File: src/rtl/rll_ctrl_pkg.sv
// Shared types and helpers for the RLL key loader: state encoding, default
// widths and the chunk checksum step.
package rll_ctrl_pkg;

  localparam int RLL_KEY_W   = 32;
  localparam int RLL_CHUNK_W = 8;

  typedef enum logic [2:0] {
    IDLE,
    LOAD,
    CHECK,
    ACTIVE,
    LOCKOUT
  } rll_ld_state_t;

  function automatic logic [RLL_CHUNK_W-1:0] xor_chk(
    input logic [RLL_CHUNK_W-1:0] acc,
    input logic [RLL_CHUNK_W-1:0] data
  );
    return acc ^ data;
  endfunction

endpackage

File: src/rtl/rll_key_shadow.sv
// Shadow key register filled chunk by chunk, with a write counter and a
// running XOR checksum of everything written since the last clear.
module rll_key_shadow
  import rll_ctrl_pkg::*;
#(
  parameter int KEY_W   = RLL_KEY_W,
  parameter int CHUNK_W = RLL_CHUNK_W
) (
  input  logic               clk,
  input  logic               rst,
  input  logic               clr,
  input  logic               wr_en,
  input  logic [CHUNK_W-1:0] wr_data,
  output logic               full,
  output logic [CHUNK_W-1:0] acc,
  output logic [KEY_W-1:0]   shadow
);

  localparam int N  = KEY_W / CHUNK_W;
  localparam int CW = $clog2(N + 1);

  logic [CW-1:0]      r_cnt;
  logic [CHUNK_W-1:0] r_acc;
  logic [KEY_W-1:0]   r_shadow;
  logic [CHUNK_W-1:0] w_acc_nxt;

  generate
    if (CHUNK_W == RLL_CHUNK_W) begin : g_pkg_chk
      assign w_acc_nxt = xor_chk(r_acc, wr_data);
    end else begin : g_wide_chk
      assign w_acc_nxt = r_acc ^ wr_data;
    end
  endgenerate

  always_ff @(posedge clk) begin
    if (rst || clr) begin
      r_cnt    <= '0;
      r_acc    <= '0;
      r_shadow <= '0;
    end else if (wr_en) begin
      for (int k = 0; k < N; k++) begin
        if (r_cnt == CW'(k)) r_shadow[k*CHUNK_W +: CHUNK_W] <= wr_data;
      end
      r_cnt <= r_cnt + CW'(1);
      r_acc <= w_acc_nxt;
    end
  end

  // High while the next write lands in the last slot.
  assign full   = (r_cnt == CW'(N - 1));
  assign acc    = r_acc;
  assign shadow = r_shadow;

endmodule

File: src/rtl/rll_key_loader.sv
// Streams a locking key in chunks, verifies its XOR checksum and drives the
// verified key to the locked netlist; repeated failures latch a lockout.
//   state   | meaning
//   IDLE    | no key, waiting for start
//   LOAD    | accepting key chunks into the shadow register
//   CHECK   | next chunk is the checksum
//   ACTIVE  | verified key driven on key_out
//   LOCKOUT | MAX_FAIL consecutive failures, only rst exits
module rll_key_loader
  import rll_ctrl_pkg::*;
#(
  parameter int KEY_W    = RLL_KEY_W,
  parameter int CHUNK_W  = RLL_CHUNK_W,
  parameter int MAX_FAIL = 3
) (
  input  logic               clk,
  input  logic               rst,
  input  logic               start,
  input  logic [CHUNK_W-1:0] kin_data,
  input  logic               kin_valid,
  output logic               kin_ready,
  output logic [KEY_W-1:0]   key_out,
  output logic               key_valid,
  output logic               busy,
  output logic               err,
  output logic               lockout
);

  localparam int FW = $clog2(MAX_FAIL + 1);

  rll_ld_state_t      r_state;
  logic [FW-1:0]      r_fail_cnt;
  logic [KEY_W-1:0]   r_key_out;
  logic               r_key_valid;
  logic               r_err;
  logic               r_lockout;

  logic [FW-1:0]      w_fail_nxt;
  logic               w_xfer;
  logic               w_clr;
  logic               w_wr_en;
  logic               w_full;
  logic [CHUNK_W-1:0] w_acc;
  logic [KEY_W-1:0]   w_shadow;

  assign kin_ready  = (r_state == LOAD) || (r_state == CHECK);
  assign busy       = kin_ready;
  assign w_xfer     = kin_valid && kin_ready;
  assign w_clr      = start && ((r_state == IDLE) || (r_state == ACTIVE));
  assign w_wr_en    = w_xfer && (r_state == LOAD);
  assign w_fail_nxt = r_fail_cnt + FW'(1);

  rll_key_shadow #(
    .KEY_W   (KEY_W),
    .CHUNK_W (CHUNK_W)
  ) u_shadow (
    .clk     (clk),
    .rst     (rst),
    .clr     (w_clr),
    .wr_en   (w_wr_en),
    .wr_data (kin_data),
    .full    (w_full),
    .acc     (w_acc),
    .shadow  (w_shadow)
  );

  always_ff @(posedge clk) begin
    if (rst) begin
      r_state     <= IDLE;
      r_fail_cnt  <= '0;
      r_key_out   <= '0;
      r_key_valid <= 1'b0;
      r_err       <= 1'b0;
      r_lockout   <= 1'b0;
    end else begin
      r_err <= 1'b0;
      case (r_state)
        IDLE: begin
          if (start) r_state <= LOAD;
        end
        LOAD: begin
          if (w_xfer && w_full) r_state <= CHECK;
        end
        CHECK: begin
          if (w_xfer) begin
            if (kin_data == w_acc) begin
              r_key_out   <= w_shadow;
              r_key_valid <= 1'b1;
              r_fail_cnt  <= '0;
              r_state     <= ACTIVE;
            end else begin
              r_err      <= 1'b1;
              r_fail_cnt <= w_fail_nxt;
              if (w_fail_nxt == FW'(MAX_FAIL)) begin
                r_lockout <= 1'b1;
                r_state   <= LOCKOUT;
              end else begin
                r_state <= IDLE;
              end
            end
          end
        end
        ACTIVE: begin
          // Drop the old key before the first new chunk can arrive.
          if (start) begin
            r_key_out   <= '0;
            r_key_valid <= 1'b0;
            r_state     <= LOAD;
          end
        end
        LOCKOUT: begin
          r_key_out   <= '0;
          r_key_valid <= 1'b0;
        end
        default: r_state <= IDLE;
      endcase
    end
  end

  assign key_out   = r_key_out;
  assign key_valid = r_key_valid;
  assign err       = r_err;
  assign lockout   = r_lockout;

endmodule

File: config.mk
export PLATFORM = sky130hd
export DESIGN_NAME = rll_key_loader
export DESIGN_NICKNAME = d
export VERILOG_FILES = /design/src/rtl/rll_ctrl_pkg.sv /design/src/rtl/rll_key_shadow.sv /design/src/rtl/rll_key_loader.sv
export SDC_FILE = /design/constraint.sdc
export NUM_CORES = 1
export LEC_CHECK = 0
export CAP_MARGIN = 30
export CORE_AREA = 3 3 92 160
export CTS_CLUSTER_SIZE = 10
export DETAILED_ROUTE_END_ITERATION = 16
export DIE_AREA = 0 0 95 163
export PLACE_DENSITY = 0.47
export SETUP_SLACK_MARGIN = 0.4
export SLEW_MARGIN = 40
export SYNTH_ARGS = -nofsm -noshare
export SYNTH_HDL_FRONTEND = slang
export SYNTH_SLANG_ARGS = --single-unit
File: constraint.sdc
create_clock -name clk -period 3.01 [get_ports clk]
set_clock_uncertainty 0.15 [all_clocks]
set_input_delay 0.602 -clock clk [delete_from_list [all_inputs] [get_ports clk]]
set_output_delay 0.602 -clock clk [all_outputs]
set_load 0.01 [all_outputs]
==> impl_metrics.yaml <==
sta:
  finalMaxSlewViolations: 0
  fmax_ghz: 0.410
  maxSlewHeadroom: 0.677
  fin_crit_ns: 2.44
  grt_setup_unrepaired: "false"
  timing.final.crit_share: 0.811
  setup_tns_ns: 0
  worst_slew_pin_slew_ns: 0.484
  setup-violations-final: 0
  finalHoldViolations: 0
outcome:
  status: "complete, no violations"
critical_path:
  worstPathMaxFanout: 16
  r2r_end: "r_state[0]$_SDFFE_PP0P_"
  max_stage_delay_ns: 0.56
  crit_path_cell_trace: "xnor2_1 -> nor2_1 -> clkdlybuf4s50_1"
  worstSetupEndpointType: "output pin"
  worstPathRequired_ns: 2.26
  slowest_stage: "clkdlybuf4s50_1"
  crit_path_start_kind: "flip-flop"
  reg2reg_setup_slack_ns: 0.97
  path_class: "flip-flop to output pin"
  endpoint: "kin_ready"
  arrival_ns: 1.69
  cp-startpoint: "r_state[1]$_SDFFE_PP0P_"
  rr_worst_depth: 6
  crit-reg2reg-launch: "u_shadow.r_cnt[0]$_SDFFE_PP0P_"
clock_tree:
  htreeDepth: 3
  cts_root_buffer: "clkbuf_16"
  cts.clk_slew.worst_paths_ns: 0.06
  clk_path_buf_depth: 2
  cts_tree: "built"
  clock_latency_ns: 0.33
  cts_buffers: 9
  clock_sinks: 83
global_route:
  grt_max_degree: 68
  grt_antenna_before_repair: 0
  grt_pass1_vias: 3440
  grt_pass1_wl_um: 18500
  track_usage: 0.156
  grt_remaining_overflow: 0
power_and_ir_drop:
  pwr-share-seq: 0.465
  power_density_nw_per_um2: 488
  p_sw_w: 0.000562
  clockPowerShare: 0.457
  power_frac_comb: 0.078
  peakVddDrop_v: 0.000239
  p_sw_frac: 0.234
  p_leak_nw: 1.85
  p_int_w: 0.00184
drt:
  ant_nets: 0
  drc: 0
  drt_iter0_markers: 195
  vias: 3571
  wl_um: 11900
  first_pass_iters: 4
  wl_per_cell_um: 18.3
  viasPerCell: 5.48
logic_synthesis:
  yosys.area_share.simple: 0.278
  synth_seq_cells: 83
  synthDistinctLibCells: 43
  syn_avg_cell_area_um2: 9.12
  syn-num-nets: 459
  synth_xor_area_frac: 0.0392
  seq_area_frac_synth: 0.413
  postSynth.asyncResetShare: 0
  ys.flop_type: "dfxtp_1"
  synth_area_um2: 4020
  synth_edf_count: 0
  synth.mux.area_fraction: 0.0597
  synthAdderAreaFrac: 0.0187
  synth_compound_area_frac: 0.111
  postSynthCellCount: 441
  synth_top_family_by_area: "simple AND/OR/NAND/NOR gates"
  yosys_warnings: 0
cells_and_area:
  drive_above_1_share: 0.0921
  layoutNonFillerInstCount: 652
  diodes: 0
  synthToLayoutAreaGrowth_pct: 22.4
  nets: 491
placed_design:
  port_buffers: 48
  place.gp.congestion: 0.761
  place_inst: 636
  post-dp-hpwl_um: 7600
floorplan:
  dieHeight_um: 163
  fp.dieW_um: 95
  die_area_um2: 15500
  std_cell_rows: 56
  io_pins: 49
  start_util: 0.298
  fp.coreArea_um2: 13500
min_path:
  hold_path.class: "flip-flop to flip-flop"
flow_run:
  cap_violations: 0
[kinds of logic after synthesis]
family          Yosys count
compound gates           58
fa+ha+maj                 6
flops                    83
xor+xnor                 18
buf+inv                  54
simple gates            198
mux                      24
[flip-flops by register name, summed over array words and instances (netlist names)]
signal and count:
err 1, key_out 32, key_valid 1, lockout 1, r_fail_cnt 2, r_state 3
u_shadow.acc 8, u_shadow.r_cnt 3, u_shadow.shadow 32
[synthesized netlist by cell type, drive strengths merged, types with 3 or more instances]
cell	instances	area, um2
nor2b	4	25.0
inv	7	26.3
a21oi	14	77.6
o2111ai	32	280
dfxtp	83	1660
clkbuf	8	30.0
o32ai	3	26.3
nand4	66	434
nand2	23	86.3
xnor2	10	87.6
o21ai	3	15.0
mux2i	24	240
nand3	48	278
xor2	8	70.1
ha	6	75.1
nor2	42	160
buf	38	263
[critical path, delay by kind of cell, from the launching register on]
family                    cells  cell delay, ns
buffers and inverters         1            0.56
DFF                           1            0.52
xor gates and xnor gates      1            0.14
and+or+nand+nor               1            0.14
[metal layers]
| metal | global-route usage | wire length (um) | vias up |
|---|---|---|---|
| li1 | - | - | 1722 |
| met2 | 0.281 | 6330 | 85 |
| met4 | 0.0710 | 297 | 0 |
| met1 | 0.176 | 4870 | 1750 |
| met3 | 0.0254 | 405 | 14 |
| met5 | 0 | 0 | - |
[cell usage in the layout, fill, tap and decap left out, drive strengths merged, types with 2 or more instances in the layout]
| cell type | instances |
|---|---|
| xor2 | 8 |
| o32ai | 3 |
| nor2b | 4 |
| nand2 | 23 |
| nand3 | 48 |
| o21ai | 3 |
| mux2i | 24 |
| clkbuf | 14 |
| nand4 | 66 |
| xnor2 | 10 |
| a21o | 2 |
| buf | 19 |
| inv | 7 |
| a21oi | 14 |
| dfxtp | 83 |
| nor2 | 42 |
| clkdlybuf4s50 | 48 |
| nor3 | 2 |
| clkinv | 2 |
| and4 | 2 |
| nand2b | 2 |
| o2111ai | 32 |
| ha | 6 |
[how the worst min path moves through the flow]
| stage | startpoint | to | slack (ns) | cells after the start |
|---|---|---|---|---|
| floorplan | r_fail_cnt[1]$_SDFFE_PP0N_ | r_fail_cnt[1]$_SDFFE_PP0N_ | 0.29 | 2 |
| global placement | r_fail_cnt[0]$_SDFFE_PP0N_ | r_fail_cnt[0]$_SDFFE_PP0N_ | 0.29 | 2 |
| detailed placement | u_shadow.shadow[27]$_SDFFE_PP0P_ | u_shadow.shadow[27]$_SDFFE_PP0P_ | 0.30 | 2 |
| CTS | u_shadow.shadow[26]$_SDFFE_PP0P_ | u_shadow.shadow[26]$_SDFFE_PP0P_ | 0.31 | 2 |
| global route | lockout$_SDFFE_PP0P_ | lockout$_SDFFE_PP0P_ | 0.33 | 2 |
| finish | u_shadow.shadow[26]$_SDFFE_PP0P_ | u_shadow.shadow[26]$_SDFFE_PP0P_ | 0.30 | 2 |
[power groups by stage]
stage	clock network [W]	registers, W	logic (W)
3_3_place_gp	0	0.00114	0.000187
6_report	0.00110	0.00112	0.000187
5_1_grt	0.00116	0.00112	0.000201
3_5_place_dp	0	0.00114	0.000189
2_1_floorplan	0	0.00114	0.000122
4_1_cts	0.00112	0.00112	0.000189
[through the flow]
step | power [W] | utilization | setup slack [ns] | instance area, um2 | hold WS, ns
after floorplan | 0.00126 | - | 1.18 | 4020 | 0.286
after global placement | 0.00133 | 0.343 | 0.441 | 4630 | 0.292
after detailed placement | 0.00133 | 0.343 | 0.423 | 4630 | 0.298
after CTS | 0.00243 | 0.364 | 0.530 | 4930 | 0.307
after global routing | 0.00248 | 0.364 | 0.431 | 4930 | 0.328
final | 0.00241 | 0.364 | 0.570 | 4930 | 0.304
[layout make-up]
type | count | area (um2)
Clock inverter | 2 | 35.0
Multi-Input combinational cell | 304 | 2040
Inverter | 8 | 30.0
Tap cell | 174 | 218
Sequential cell | 83 | 1660
Clock buffer | 14 | 254
Fill cell | 1374 | 8600
Timing Repair Buffer | 67 | 686
[what timing repair did]
action / CTS / global route
setup endpoints to repair: 2 / 0
hold buffers: 0 / 0
resized for setup: 2 / 0
setup buffers: 0 / 0
Note: power is estimated with default switching activity, not from simulation.
